[config.mk]
export PLATFORM = sky130hd
export DESIGN_NAME = exp3_unidade_controle
export DESIGN_NICKNAME = d
export VERILOG_FILES = /design/src/rtl/exp3_unidade_controle.sv
export SDC_FILE = /design/constraint.sdc
export NUM_CORES = 1
export LEC_CHECK = 0
export ABC_AREA = 1
export CORE_AREA = 5 5 42 44
export CTS_CLUSTER_SIZE = 20
export DETAILED_ROUTE_END_ITERATION = 7
export DIE_AREA = 0 0 47 49
export DONT_BUFFER_PORTS = 1
export SLEW_MARGIN = 5
export SYNTH_ARGS = -nofsm -noshare
export SYNTH_HDL_FRONTEND = slang
export SYNTH_SLANG_ARGS = --single-unit
[constraint.sdc]
create_clock -name clock -period 1.2 [get_ports clock]
set_clock_uncertainty 0.1 [all_clocks]
set_input_delay 0.24 -clock clock [delete_from_list [all_inputs] [get_ports clock]]
set_output_delay 0.24 -clock clock [all_outputs]
set_load 0.1 [all_outputs]
[src/rtl/exp3_unidade_controle.sv]
// exp3_unidade_controle: Moore control FSM that sequences the exp3 switch-vs-memory datapath.
// Optional macro TIMEOUT_EN adds an ESPERA timer that ends the pass in FIM_TEMPO.
module exp3_unidade_controle #(
  parameter int TIMEOUT_CICLOS = 3000
) (
  input  logic       clock,
  input  logic       reset_n,
  input  logic       iniciar,
  input  logic       jogada,
  input  logic       chavesIgualMemoria,
  input  logic       fimC,
  output logic       zeraC,
  output logic       contaC,
  output logic       zeraR,
  output logic       registraR,
  output logic       pronto,
  output logic       acertou,
  output logic       errou,
  output logic       timeout,
  output logic [3:0] db_estado
);

  typedef enum logic [3:0] {
    INICIAL    = 4'b0000,
    PREPARA    = 4'b0001,
    ESPERA     = 4'b0010,
    REGISTRA   = 4'b0100,
    COMPARA    = 4'b0101,
    PROXIMO    = 4'b0110,
    FIM_ACERTO = 4'b1010,
    FIM_ERRO   = 4'b1110,
    FIM_TEMPO  = 4'b1101
  } estado_t;

  estado_t    state_r;
  estado_t    next_state_s;
  logic       jogada_d_r;
  logic       jogada_pulso_s;
  logic [7:0] saidas_s;

  assign jogada_pulso_s = jogada & ~jogada_d_r;

  // Output word {zeraC, contaC, zeraR, registraR, pronto, acertou, errou, timeout} per state
  function automatic logic [7:0] saidas(input estado_t e);
    case (e)
      PREPARA:    saidas = 8'b1010_0000;
      REGISTRA:   saidas = 8'b0001_0000;
      PROXIMO:    saidas = 8'b0100_0000;
      FIM_ACERTO: saidas = 8'b0000_1100;
      FIM_ERRO:   saidas = 8'b0000_1010;
`ifdef TIMEOUT_EN
      FIM_TEMPO:  saidas = 8'b0000_1011;
`endif
      default:    saidas = 8'b0000_0000;
    endcase
  endfunction

`ifdef TIMEOUT_EN
  localparam int TIMER_W = $clog2(TIMEOUT_CICLOS);
  logic [TIMER_W-1:0] timer_r;
  logic               expirou_s;

  assign expirou_s = (timer_r == TIMER_W'(TIMEOUT_CICLOS - 1));

  // ESPERA cycle counter; any cycle spent outside ESPERA leaves it cleared for the next entry
  always_ff @(posedge clock or negedge reset_n) begin
    if (!reset_n) begin
      timer_r <= {TIMER_W{1'b0}};
    end else if (state_r == ESPERA && next_state_s == ESPERA) begin
      timer_r <= timer_r + {{(TIMER_W-1){1'b0}}, 1'b1};
    end else begin
      timer_r <= {TIMER_W{1'b0}};
    end
  end
`endif

  // Next-state logic; unknown codes fall back to INICIAL
  always_comb begin
    next_state_s = INICIAL;
    case (state_r)
      INICIAL: begin
        if (iniciar) next_state_s = PREPARA;
        else         next_state_s = INICIAL;
      end
      PREPARA: next_state_s = ESPERA;
      ESPERA: begin
        if (jogada_pulso_s) next_state_s = REGISTRA;
`ifdef TIMEOUT_EN
        else if (expirou_s) next_state_s = FIM_TEMPO;
`endif
        else                next_state_s = ESPERA;
      end
      REGISTRA: next_state_s = COMPARA;
      // a mismatch outranks the terminal count, so a wrong last play is still an error
      COMPARA: begin
        if (!chavesIgualMemoria) next_state_s = FIM_ERRO;
        else if (fimC)           next_state_s = FIM_ACERTO;
        else                     next_state_s = PROXIMO;
      end
      PROXIMO: next_state_s = ESPERA;
      FIM_ACERTO: begin
        if (iniciar) next_state_s = PREPARA;
        else         next_state_s = FIM_ACERTO;
      end
      FIM_ERRO: begin
        if (iniciar) next_state_s = PREPARA;
        else         next_state_s = FIM_ERRO;
      end
`ifdef TIMEOUT_EN
      FIM_TEMPO: begin
        if (iniciar) next_state_s = PREPARA;
        else         next_state_s = FIM_TEMPO;
      end
`endif
      default: next_state_s = INICIAL;
    endcase
  end

  assign saidas_s = saidas(next_state_s);

  // State, edge-detector history and outputs; outputs are loaded with the decode of the
  // state being entered so they always equal the decode of the current state
  always_ff @(posedge clock or negedge reset_n) begin
    if (!reset_n) begin
      state_r    <= INICIAL;
      jogada_d_r <= 1'b0;
      zeraC      <= 1'b0;
      contaC     <= 1'b0;
      zeraR      <= 1'b0;
      registraR  <= 1'b0;
      pronto     <= 1'b0;
      acertou    <= 1'b0;
      errou      <= 1'b0;
      db_estado  <= 4'b0000;
    end else begin
      state_r    <= next_state_s;
      jogada_d_r <= jogada;
      zeraC      <= saidas_s[7];
      contaC     <= saidas_s[6];
      zeraR      <= saidas_s[5];
      registraR  <= saidas_s[4];
      pronto     <= saidas_s[3];
      acertou    <= saidas_s[2];
      errou      <= saidas_s[1];
      db_estado  <= next_state_s;
    end
  end

`ifdef TIMEOUT_EN
  // Timeout flag follows the same registered decode as the other outputs
  always_ff @(posedge clock or negedge reset_n) begin
    if (!reset_n) begin
      timeout <= 1'b0;
    end else begin
      timeout <= saidas_s[0];
    end
  end
`else
  assign timeout = 1'b0;
`endif

endmodule

; Word level (Yosys, flattened, before mapping)
; Cells that the tools add are included.
[word_totals]
word_cells = 33
input_bits = 6
ff_bits = 12
[classes]
n_mux = 8
n_reduce_logical = 2
bitwise_logic = 2
eq_ne = 12
[ops]
columns = operator, n
row1 = case mux 8 bit (5 select lines), 1
row2 = case mux 4 bit (7 select lines), 1
row3 = equality test 4 x 3 -> 1 bit (second input constant), 5
row4 = equality test 4 bit (second input constant), 4
row5 = 2-to-1 mux 4 bit, 4
row6 = equality test 4 x 1 -> 1 bit (second input constant), 2
row7 = equality test 4 x 2 -> 1 bit (second input constant), 1
row8 = zero test 4 bit, 1
row9 = 2-to-1 mux 3 bit, 1
row10 = OR reduction 2 bit, 1
row11 = bitwise AND 1 bit, 1
row12 = 2-to-1 mux 1 bit, 1
row13 = NOT 1 bit, 1

; Depth between registers and ports, before layout
; Gate-level depths: netlist of run 1.
[depth]
ltp_word = 6
ltp_mapped = 7

; Worst setup path before layout of run 1
; Ideal clock, no wire load.
[synth_path]
kind = register to register
from = register state_r[1]
to = register contaC
path_slack_ps = -633
arrival_ps = 1614
path_stages_with_launch = 8
path_cell_list = dfrtp_1 > inv_2 > nor2_4 > nand3_2 > inv_1 > nor2_4 > o21ai_2 > nor2_2
[synth_via]
elab_chain_len = 5
elab_cells_between_ends = 16
classes_between = eq/ne (12) / mux (2) / reduce/logical (2)
[synth_lines]
columns = element, line
row1 = from (decl), 35  ; estado_t state_r;
row2 = from (signal assigned), 136  ; state_r <= next_state_s;
row3 = equality test 4 x 3 -> 1 bit / equality test 4 x 1 -> 1 bit (equally long branches), 80  ; case (state_r)
row4 = OR reduction 2 bit (no source line), --
row5 = case mux 4 bit (7 select lines) (*), 80
row6 = equality test 4 bit (tied with other cells), 45  ; case (e)
row7 = case mux 8 bit (5 select lines) (*), 45
row8 = named net saidas_s[6], 39  ; logic [7:0] saidas_s;
row9 = to (signal assigned), 139  ; contaC <= saidas_s[6];
row10 = to (decl), 13  ; output logic contaC,
; The timed path passes the listed nets; every way through them passes the cells marked *.

==> results.tsv, run 1 <==
stage	metric	value	unit
grt	overflow	0	
final_layout	nFillCells	120	
detailed_routing	wl_per_cell	11.1	um
critical_path	cp_top_family	flip-flops	
synthesis	syn_area	553	sq um
pwr	clkPwrFrac	0.100	
clock_tree	cts_tree	built	
grt	grt_use_total	0.109	
critical_path	reg2reg_slack	-70	ps
pwr	peakVddDrop	1.16	mV
critical_path	cp_slowest_cell	dfrtp_4	
floorplan	die_area	2300	sq um
final_layout	area_growth	58.8	%
critical_path	crit_arrival	990	ps
synthesis	ys_warn_count	0	
hold_path	min_to	zeraC	
outcome	violations	negative setup slack	
final_layout	diodes	0	
floorplan	core-area	1400	sq um
pwr	powerDensity	2760	nW/um^2
critical_path	worst-r2r-cell-count	6	
detailed_routing	drtPass1Iterations	4	
clock_tree	ctsHtreeMaxLevel	1	
clock_tree	cts_buffers	3	
sta	setup_viol	13	
synthesis	synth_area_per_cell	8.92	sq um
grt	antenna_found_initial	0	
sta	rsz0062_at_grt	true	
synthesis	syn-num-nets	68	
floorplan	die_y	49	um
detailed_routing	vias	432	
final_layout	post-route-util	0.627	
pwr	seqPwrFrac	0.260	
flow_run	cap_violations	0	
outcome	status	complete, but fails checks	
critical_path	crit_buf_inv	1	
placement	portBuffers	0	
synthesis	ys_ff_latch	11	
critical_path	cp_max_fo	7	
floorplan	rows	14	
hold_path	hold_class	in2reg	
clock_tree	numClockSinks	11	
final_layout	layout-drive-gt1-share	0.641	
grt	grt_pass1_wl	1770	um
clock_tree	insertion_delay	260	ps
placement	dp_hpwl	801	um
clock_tree	clkTransAtPathRegs	60	ps
clock_tree	clockBufferDepth	2	
critical_path	endpoint_kind	primary output	
final_layout	layout_common_cells	inv_1 (10), buf_12 (10), nand3_2 (6)	
pwr	p_int	1.14	mW
placement	dp_slack	-66.6	ps
hold_path	hold_depth	2	
detailed_routing	drc_errors	0	
detailed_routing	viasPerCell	4.60	
floorplan	start_util	0.395	
grt	grt_max_degree	12	
sta	timing.fmax	751	MHz
critical_path	r2r-start	state_r[3]	
critical_path	criticalPathCategory	reg2out	
synthesis	synthCells	62	
final_layout	fin_nets	85	
pwr	p_leak	0.426	nW
critical_path	cpPeakStageDelay	540	ps
sta	worst_slack	-131	ps
sta	finalCritPeriodShare	1.11	
sta	drv_slew	0	
critical_path	worstReg2RegEnd	acertou	
pwr	pwr-share-comb	0.639	
placement	gp_congestion	0.783	
critical_path	worstPathCellList	buf_12	
clock_tree	root_buffer	clkbuf_4	
sta	hold_violations	0	
floorplan	die_w	47	um
detailed_routing	drt_iter0_markers	8	
detailed_routing	wl	1040	um
grt	grt_pass1_vias	429	
sta	layout_min_cycle_time	1330	ps
synthesis	synth_cell_type_count	16	
detailed_routing	ant_nets	0	
floorplan	io_pins	18	
synthesis	yosysSeqAreaShare	0.498	
critical_path	cp.required	860	ps
pwr	switchingPower	1.29	mW
critical_path	cp-start-kind	register	
pwr	p_sw_frac	0.531	
hold_path	worstHoldStart	iniciar	
sta	whs	97.0	ps
[final cells by class]
type                            count  area (sq um)  area share
Tap cell                           16          20.0      0.0228
Inverter                           15          58.8      0.0670
Sequential cell                    11           299       0.340
Multi-Input combinational cell     34           239       0.272
Timing Repair Buffer               14           235       0.268
Clock buffer                        4          26.3      0.0299
[Yosys cell counts]
cell | n | area share
a21oi_2 | 1 | 0.016
and2_1 | 1 | 0.011
buf_4 | 2 | 0.027
conb_1 | 1 | 0.0068
dfrtp_1 | 11 | 0.50
inv_1 | 13 | 0.088
inv_2 | 2 | 0.014
nand2_1 | 5 | 0.034
nand2_2 | 3 | 0.034
nand3_1 | 3 | 0.027
nand3_2 | 4 | 0.072
nor2_1 | 6 | 0.041
nor2_2 | 5 | 0.057
nor2_4 | 2 | 0.041
o21ai_0 | 2 | 0.018
o21ai_2 | 1 | 0.016
[worst max-delay path by stage]
stage / endpoint / slack (ps) / cells after the start / start
2_1_floorplan: contaC / -180 / 7 / state_r[1]
3_3_place_gp: contaC / -60 / 6 / state_r[3]
3_5_place_dp: acertou / -70 / 6 / state_r[3]
4_1_cts: db_estado[3] / -120 / 1 / state_r[3]
5_1_grt: db_estado[3] / -160 / 1 / state_r[3]
6_report: db_estado[3] / -130 / 1 / state_r[3]
[metal layers]
| layer | GRT usage | part of all wire | up-vias | routed length (um) |
|---|---|---|---|---|
| li1 | - | - | 209 | - |
| met2 | 0.147 | 0.48 | 15 | 499 |
| met3 | 0.0258 | 0.068 | 4 | 71 |
| met1 | 0.144 | 0.42 | 204 | 437 |
| met5 | 0 | 0 | - | 0 |
| met4 | 0.0829 | 0.031 | 0 | 32 |
[power by group through the flow]
stage / sequential (mW) / clock (mW) / combinational, mW
3_5_place_dp: 0.602 / 0 / 1.34
2_1_floorplan: 1.16 / 0 / 0.524
5_1_grt: 0.646 / 0.275 / 1.63
3_3_place_gp: 0.601 / 0 / 1.34
4_1_cts: 0.624 / 0.254 / 1.50
6_report: 0.632 / 0.244 / 1.55
[registers in the layout, summed over array words and instances, names as in the netlist]
register    cells
pronto          1
registraR       1
jogada_d_r      1
state_r         4
contaC          1
errou           1
acertou         1
zeraC           1
[repair_timing]
action,4_1_cts,5_1_grt
hold endpoints to repair,12,0
hold buffers,2,0
resized for setup,14,6
endpoints found under the setup margin,13,21
setup buffers,1,0
pin swaps,1,3
[worst register-to-register path: stages, from the launching register on]
cell and delay (ps):
dfrtp_4 540, nor2_4 170, nand3_2 100, nand2_2 120, nor2_4 50, inv_2 60
nor2_2 30
[per-stage QoR]
step,power [mW],setup TNS [ps],std cells,instance area [sq um]
6_report,2.43,-826,94,878
5_1_grt,2.55,-1610,94,878
4_1_cts,2.38,-1000,94,856
3_5_place_dp,1.94,-160,87,747
3_3_place_gp,1.94,-125,87,747
2_1_floorplan,1.68,-1180,62,592
[logic make-up after synthesis]
group	synth area share
AOI/OAI and AO/OA	0.0498
buffers and inverters	0.129
and+or+nand+nor	0.317
DFF	0.498
other	0.00678
Power figures use the tool's default switching activity.
==> inputs of run 2 (changes only) <==
--- a/config.mk
+++ b/config.mk
@@ -11,6 +11,7 @@
 export DETAILED_ROUTE_END_ITERATION = 7
 export DIE_AREA = 0 0 47 49
 export DONT_BUFFER_PORTS = 1
+export SKIP_LAST_GASP = 1
 export SLEW_MARGIN = 5
 export SYNTH_ARGS = -nofsm -noshare
 export SYNTH_HDL_FRONTEND = slang
==> results of run 2 <==
Final layout, timing and power as in run 1 (identical DEF).
